<file path="src/rtl/bp_me_io_cmd_arbiter.sv">
// Round-robin arbiter sharing one io_cmd/io_resp port among num_req_p masters.
// Issued command sources are kept in an in-order tag FIFO that steers responses back.
module bp_me_io_cmd_arbiter #(
  parameter int num_req_p         = 2,
  parameter int msg_width_p       = 128,
  parameter int max_outstanding_p = 4,
  localparam int lg_req_lp        = (num_req_p > 1) ? $clog2(num_req_p) : 1,
  localparam int lg_out_lp        = $clog2(max_outstanding_p + 1)
) (
  input  logic                             clk_i,
  input  logic                             reset_i,
  input  logic [num_req_p*msg_width_p-1:0] req_cmd_i,
  input  logic [num_req_p-1:0]             req_cmd_v_i,
  output logic [num_req_p-1:0]             req_cmd_yumi_o,
  output logic [msg_width_p-1:0]           req_resp_o,
  output logic [num_req_p-1:0]             req_resp_v_o,
  input  logic [num_req_p-1:0]             req_resp_ready_i,
  output logic [msg_width_p-1:0]           io_cmd_o,
  output logic                             io_cmd_v_o,
  input  logic                             io_cmd_ready_i,
  input  logic [msg_width_p-1:0]           io_resp_i,
  input  logic                             io_resp_v_i,
  output logic                             io_resp_yumi_o,
  output logic [lg_out_lp-1:0]             outstanding_o,
  output logic                             err_o
);
  localparam int ptr_w_lp = (max_outstanding_p > 1) ? $clog2(max_outstanding_p) : 1;

  logic [lg_req_lp-1:0] rr_r, grant, head;
  logic [lg_req_lp-1:0] tag_mem [max_outstanding_p];
  logic [ptr_w_lp-1:0]  rd_ptr_r, wr_ptr_r;
  logic [lg_out_lp-1:0] count_r;
  logic                 err_r, any_v, full, empty, enq, deq;

  // Full/empty come from the registered count only, so no resp-ready -> cmd-valid path exists.
  assign full  = (count_r == lg_out_lp'(max_outstanding_p));
  assign empty = (count_r == '0);
  assign any_v = |req_cmd_v_i;

  // Walk from farthest to nearest so the first valid after rr_r is the one kept.
  always_comb begin
    grant = '0;
    for (int i = num_req_p; i >= 1; i--) begin
      if (req_cmd_v_i[(int'(rr_r) + i) % num_req_p])
        grant = lg_req_lp'((int'(rr_r) + i) % num_req_p);
    end
  end

  assign io_cmd_o   = any_v ? req_cmd_i[grant*msg_width_p +: msg_width_p] : '0;
  assign io_cmd_v_o = ~reset_i & io_cmd_ready_i & any_v & ~full;
  assign enq        = io_cmd_v_o;

  assign head           = tag_mem[rd_ptr_r];
  assign req_resp_o     = io_resp_i;
  assign deq            = io_resp_v_i & ~empty & req_resp_ready_i[head];
  // Orphans (response with nothing in flight) are swallowed rather than stalling the link.
  assign io_resp_yumi_o = ~reset_i & io_resp_v_i & (empty | req_resp_ready_i[head]);

  always_comb begin
    req_cmd_yumi_o        = '0;
    req_resp_v_o          = '0;
    req_cmd_yumi_o[grant] = enq;
    req_resp_v_o[head]    = ~reset_i & ~empty & io_resp_v_i;
  end

  always_ff @(posedge clk_i) begin
    if (reset_i) begin
      rr_r     <= lg_req_lp'(num_req_p - 1);
      rd_ptr_r <= '0;
      wr_ptr_r <= '0;
      count_r  <= '0;
      err_r    <= 1'b0;
      for (int i = 0; i < max_outstanding_p; i++) tag_mem[i] <= '0;
    end else begin
      err_r <= io_resp_v_i & empty;
      if (enq) begin
        rr_r              <= grant;
        tag_mem[wr_ptr_r] <= grant;
        wr_ptr_r <= (wr_ptr_r == ptr_w_lp'(max_outstanding_p - 1)) ? '0 : wr_ptr_r + 1'b1;
      end
      if (deq)
        rd_ptr_r <= (rd_ptr_r == ptr_w_lp'(max_outstanding_p - 1)) ? '0 : rd_ptr_r + 1'b1;
      if (enq & ~deq)      count_r <= count_r + 1'b1;
      else if (deq & ~enq) count_r <= count_r - 1'b1;
    end
  end

  assign outstanding_o = count_r;
  assign err_o         = err_r;

`ifndef SYNTHESIS
  always @(posedge clk_i) begin
    if (!reset_i) begin
      assert ($onehot0(req_cmd_yumi_o));
      assert ($onehot0(req_resp_v_o));
      assert (!(enq && full));
      assert (!(deq && empty));
    end
  end
`endif
endmodule

</file>
<file path="config.mk">
export PLATFORM = sky130hd
export DESIGN_NAME = bp_me_io_cmd_arbiter
export DESIGN_NICKNAME = d
export VERILOG_FILES = /design/src/rtl/bp_me_io_cmd_arbiter.sv
export SDC_FILE = /design/constraint.sdc
export NUM_CORES = 1
export LEC_CHECK = 0
export CAP_MARGIN = 30
export CORE_AREA = 2 2 255 257
export DETAILED_ROUTE_END_ITERATION = 12
export DIE_AREA = 0 0 257 259
export DONT_BUFFER_PORTS = 1
export GPL_TIMING_DRIVEN = 0
export PLACE_DENSITY = 0.3
export SLEW_MARGIN = 5
export SYNTH_ARGS = -nofsm -noshare
export SYNTH_HDL_FRONTEND = slang
export SYNTH_SLANG_ARGS = --single-unit
</file>
<file path="constraint.sdc">
create_clock -name clk_i -period 4.3 [get_ports clk_i]
set_clock_uncertainty 0.05 [all_clocks]
set_input_delay 0.43 -clock clk_i [delete_from_list [all_inputs] [get_ports clk_i]]
set_output_delay 0.43 -clock clk_i [all_outputs]
set_load 0.01 [all_outputs]
</file>
Word-level counts from Yosys, hierarchy flattened
Memories as Yosys holds them, arrays and structs flattened. A register that Yosys moved wholly into a read port is not among the register bits.
Index checks and enable logic that the tools add are counted.
- bits in registers: 9
- memory bits (writable): 4
- input bits: 392
- word-level logic and storage cells: 79
- memories: 1
- memories (name ; depth ; width ; read ports ; clocked after Yosys merged registers in ; wr ports ; line ; source):
    tag_mem ; 4 ; 1 ; 1 ; 1 ; 4 ; 30 ; logic [lg_req_lp-1:0] tag_mem [max_outstanding_p];
- add/subtract/negate cells: 6
- magnitude comparators: 6
- eq/ne operators: 3
- shift operators: 1
- muxes and demuxes: 29
- bitwise gates (word level): 22
- reductions and logical operators: 6
- operator list (operator ; count):
    variable part select 256 x 9 -> 128 bit ; 1
    two-way mux 128 bit ; 1
    two-way mux 1 bit ; 19
    bitwise AND 1 bit ; 12
    two-way mux 2 bit ; 5
    less-than comparator 2 x 3 -> 1 bit (second input constant) ; 2
    two-way mux 3 bit ; 2
    inverter 1 bit ; 5
    adder 2 x 1 -> 2 bit (second input constant) ; 2
    bitwise AND 2 bit ; 2
    equality test 2 bit (second input constant) ; 2
    less-than comparator 1 x 2 -> 1 bit (second input constant) ; 2
    adder 3 x 1 -> 3 bit (second input constant) ; 1
    equality test 3 bit (second input constant) ; 1
    zero test 3 bit ; 1
    subtractor 3 x 1 -> 3 bit (second input constant) ; 1
    adder 1 bit (second input constant) ; 2
    bitwise AND 1 bit (first input constant) ; 2
    demux 1 bit (select 1 bit) ; 2
    greater-or-equal comparator 1 bit (second input constant) ; 2
    logical AND 1 bit ; 2
    nonzero test 2 bit ; 1
    OR reduction 2 bit ; 1
    bitwise OR 1 bit ; 1
    OR reduction 1 bit ; 1

Logic depth before layout (Yosys ltp)
- depth in word-level cells: 12
- gate-level depth with buffers: 9
- mapped depth without buffers: 9

Worst setup path after synthesis
OpenSTA, ideal clock, no wires.
- path kind: reg-to-reg
- start: reg with a tool-made name
- end: reg count_r[2], in the netlist outstanding_o[2]
- setup time: 0.070 ns
- data arrival time: 2.273 ns
- required time: 4.180 ns
- setup slack: 1.906 ns
- stages on the path, launching flop included: 10
- period minus slack after synthesis: 2.394 ns
- cells stage by stage: dfxtp_1 mux4_2 buf_6 mux2i_1 ha_1 inv_1 fa_1 xor2_1 or3_1 a21oi_1
- RTL lines (element ; line ; source):
    end signal: assignment ; 83 ; if (enq & ~deq) count_r <= count_r + 1'b1;
    end signal: assignment ; 84 ; else if (deq & ~enq) count_r <= count_r - 1'b1;
    end: declaration ; 32 ; logic [lg_out_lp-1:0] count_r;

Worst setup path in the final report
- start: reg rr_r
- end: out io_cmd_o[94]
- cells in the longest elaborated chain, start to end: 8
- elaborated cells between the ends (all ways): 12
- classes of those cells: add/sub: 2; shift: 1; mux: 9
- RTL lines (element ; line ; source):
    start: declaration ; 29 ; logic [lg_req_lp-1:0] rr_r, grant, head;
    start signal: assignment ; 68 ; rr_r <= lg_req_lp'(num_req_p - 1);
    start signal: assignment ; 77 ; rr_r <= grant;
    adder 1 bit ; 44, 45 ;
    two-way mux 1 bit (implied by the code) (3 in a row) ; 44 ; if (req_cmd_v_i[(int'(rr_r) + i) % num_req_p])
    two-way mux 1 bit ; 44 ;
    two-way mux 1 bit (*) ; 44 ;
    variable part select 256 x 9 -> 128 bit (*) ; 49 ; assign io_cmd_o = any_v ? req_cmd_i[grant*msg_width_p +: msg_width_p] : '0;
    two-way mux 128 bit (*) ; 49 ;
    end: declaration ; 18 ; output logic [msg_width_p-1:0] io_cmd_o,
Mark *: on every way between the ends. The rest lies on a longest branch, timed or not. The select of a mux whose other input is x is not followed.

==> results_dict.tcl <==
set metrics [dict create \
    multi_input_area_mm2 0.002090 \
    route.detailed.drc 0 \
    ctsLongestPathBuffers 2 \
    critPathMaxStageDelay_ps 510 \
    cp-start-kind "flop" \
    pin_count 658 \
    holdPathEnd "err_o" \
    postRouteWirelength_um 23890 \
    cp-startpoint "rr_r" \
    antenna_found_initial 3 \
    grt_max_degree 11 \
    start_util_pct 5.631 \
    cts_tree "built" \
    r2r_cells 9 \
    overflow 0 \
    synth.largest_area_cell "buf_4" \
    hold_path.class "input port to flop" \
    track_usage_pct 6.181 \
    fp-row-count 93 \
    place.gp.congestion 0.8682 \
    timing.rr.start "outstanding_o[0]" \
    clk_pin_slew_ps 50 \
    fin_crit_ps 3014 \
    muxShareOfSynthArea_pct 1.461 \
    ys.flop_type "dfxtp_1" \
    syn-num-nets 1034 \
    dp_hpwl_um 21030 \
    cp_top_family "buffers and inverters" \
    async_flop_share_pct 0 \
    hold_path.startpoint "io_resp_v_i" \
    hold_violations 0 \
    postCtsHoldBufs 0 \
    clkSinkCount 15 \
    syn-cell-area_mm2 0.003597 \
    synth_common_cells "nand2_1, buf_4, o21ai_1" \
    grt_pass1_wl_um 29490 \
    critical_path.most_common_cell "buf_2" \
    fin_util_pct 7.460 \
    cp_max_fo 10 \
    routed_via_density 2.890 \
    wire_per_inst_um 15.94 \
    fill_cells 7537 \
    cp_num_buf_inv 3 \
    crit_path_cell_trace "a21boi_2 > buf_2 > buf_2 > buf_2 > nand2_1 > o21ai_1" \
    path_class "flop to output pin" \
    hold_depth 2 \
    ys_ff_latch 15 \
    yosysUniqueCellTypes 43 \
    synth-edff-count 4 \
    coreArea_mm2 0.06388 \
    r2r_slack_ps 1560 \
    insertion_delay_ps 250 \
    stdcell_count 1499 \
    fp.dieW_um 257 \
    yosys_warnings 0 \
    slowest_stage "buf_2" \
    vias 4332 \
    status "completed" \
    dieArea_mm2 0.06656 \
    yosysSeqAreaShare_pct 9.461 \
    dp.cells 1494 \
    tightest_slew_ps 739.3 \
    synth_fa_ha_area_share_pct 1.600 \
    grt_pass1_vias 3907 \
    timing.rr.end "outstanding_o[2]" \
    power.density_mw_per_mm2 210.1 \
    cts_max_level 1 \
    finalCritPeriodShare_pct 70.10 \
    synth_top_family_by_area "simple AND/OR/NAND/NOR gates" \
    post-cts-setup-buffers 0 \
    layout.nets 1040 \
    vdd_drop_max_uv 89.26 \
    rsz0062_at_grt "false" \
    drive_gt1_share_pct 24.42 \
    syn_area_per_cell_um2 5.638 \
    synth_top_area_share_pct 26.71 \
    max_freq_mhz 331.8 \
    final-max-slew-violation-count 0 \
    crit_arrival_ps 2530 \
    die_height_um 259 \
    cts_root_buffer "clkbuf_16" \
    ctsResizeCount 0 \
    synth_most_common_cell "nand2_1" \
    synth_xor_area_share_pct 0.4870 \
    firstDrtPassIters 4 \
    setup_viol_count_final 0 \
    seqCellArea_um2 340.3 \
    cp.required_ps 3820 \
    ant_nets 0 \
    synth-simple-area-share_pct 33.32 \
    portBuffers 0 \
    max_cap_viol_count 0 \
    netlist_instances 638 \
    endpoint_kind "output pin" \
    ys_top_cells_by_area "buf_4, nand2_1, o21ai_1" \
    slew_headroom_pct 50.71 \
    cts_buffers 3 \
    syn_to_final_growth_pct 32.49 \
    initialDrtViolationCount 196 \
    tns_ps 0 \
    power.leakage_nw 1.778 \
    synth_compound_area_share_pct 21.11 \
]
cell type report:
class                   count  area share [%]
multi-input cells         446           43.84
well taps                 855           22.45
repair buffers              1          0.2363
clock inverters             1          0.1050
flip-flops and latches     15           7.141
plain buffers             173           24.28
clock buffers               3           1.575
diodes                      1         0.05251
inverters                   4          0.3150
through the flow:
| stage | instance area [um2] | hold WS [ps] | power [W] | setup slack [ps] |
|---|---|---|---|---|
| after CTS | 4763 | 329.3 | 0.001025 | 1115 |
| final | 4766 | 333.6 | 0.001001 | 1286 |
| after global placement | 4667 | 403.2 | 0.0008341 | 141.3 |
| after detailed placement | 4683 | 426.1 | 0.0008358 | 1255 |
| after floorplan | 3597 | 385.7 | 0.0006640 | 1906 |
| after global routing | 4766 | 343.3 | 0.001073 | 1073 |
power by group:
part           leakage (nW)  switching [W]  internal, W
Sequential            0.131      0.0000525     0.000171
Combinational          1.61       0.000386     0.000210
Clock                0.0409      0.0000580     0.000124
Total                  1.78       0.000497     0.000504
routing by layer:
layer	up-vias	routed length (um)	GRT usage (%)
met1	1972	8290	6.684
met3	38	2093	1.074
met5	-	0	0
met2	359	12840	12.06
li1	1963	-	-
met4	0	665	1.970
how the worst max path moves through the flow:
stage,endpoint,slack [ps],cells past startpoint
6_report,io_cmd_o[94],1290,6
5_1_grt,io_cmd_o[94],1070,6
4_1_cts,io_cmd_o[94],1110,6
3_5_place_dp,io_cmd_o[94],1250,6
3_3_place_gp,io_cmd_o[94],140,6
2_1_floorplan,outstanding_o[2],1910,9
kinds of logic after synthesis:
kind of cell / after synthesis
flops: 15
compound gates: 144
buf+inv: 177
mux: 4
simple gates: 292
xor+xnor: 2
fa+ha+maj: 4
cells in the final DEF (no fill, tap or decap), types with 3 or more instances in the layout:
| cell | count |
|---|---|
| nand4b_1 | 3 |
| ha_1 | 3 |
| clkbuf_16 | 3 |
| o21ai_0 | 25 |
| edfxtp_1 | 4 |
| clkbuf_1 | 27 |
| mux2i_1 | 3 |
| nand4_1 | 4 |
| dfxtp_1 | 11 |
| inv_1 | 3 |
| nand2_1 | 256 |
| a21oi_1 | 4 |
| nor2_1 | 7 |
| o21ai_1 | 104 |
| buf_2 | 15 |
| a31o_2 | 3 |
| buf_4 | 128 |
No activity file was read; power rests on OpenSTA's default activity.
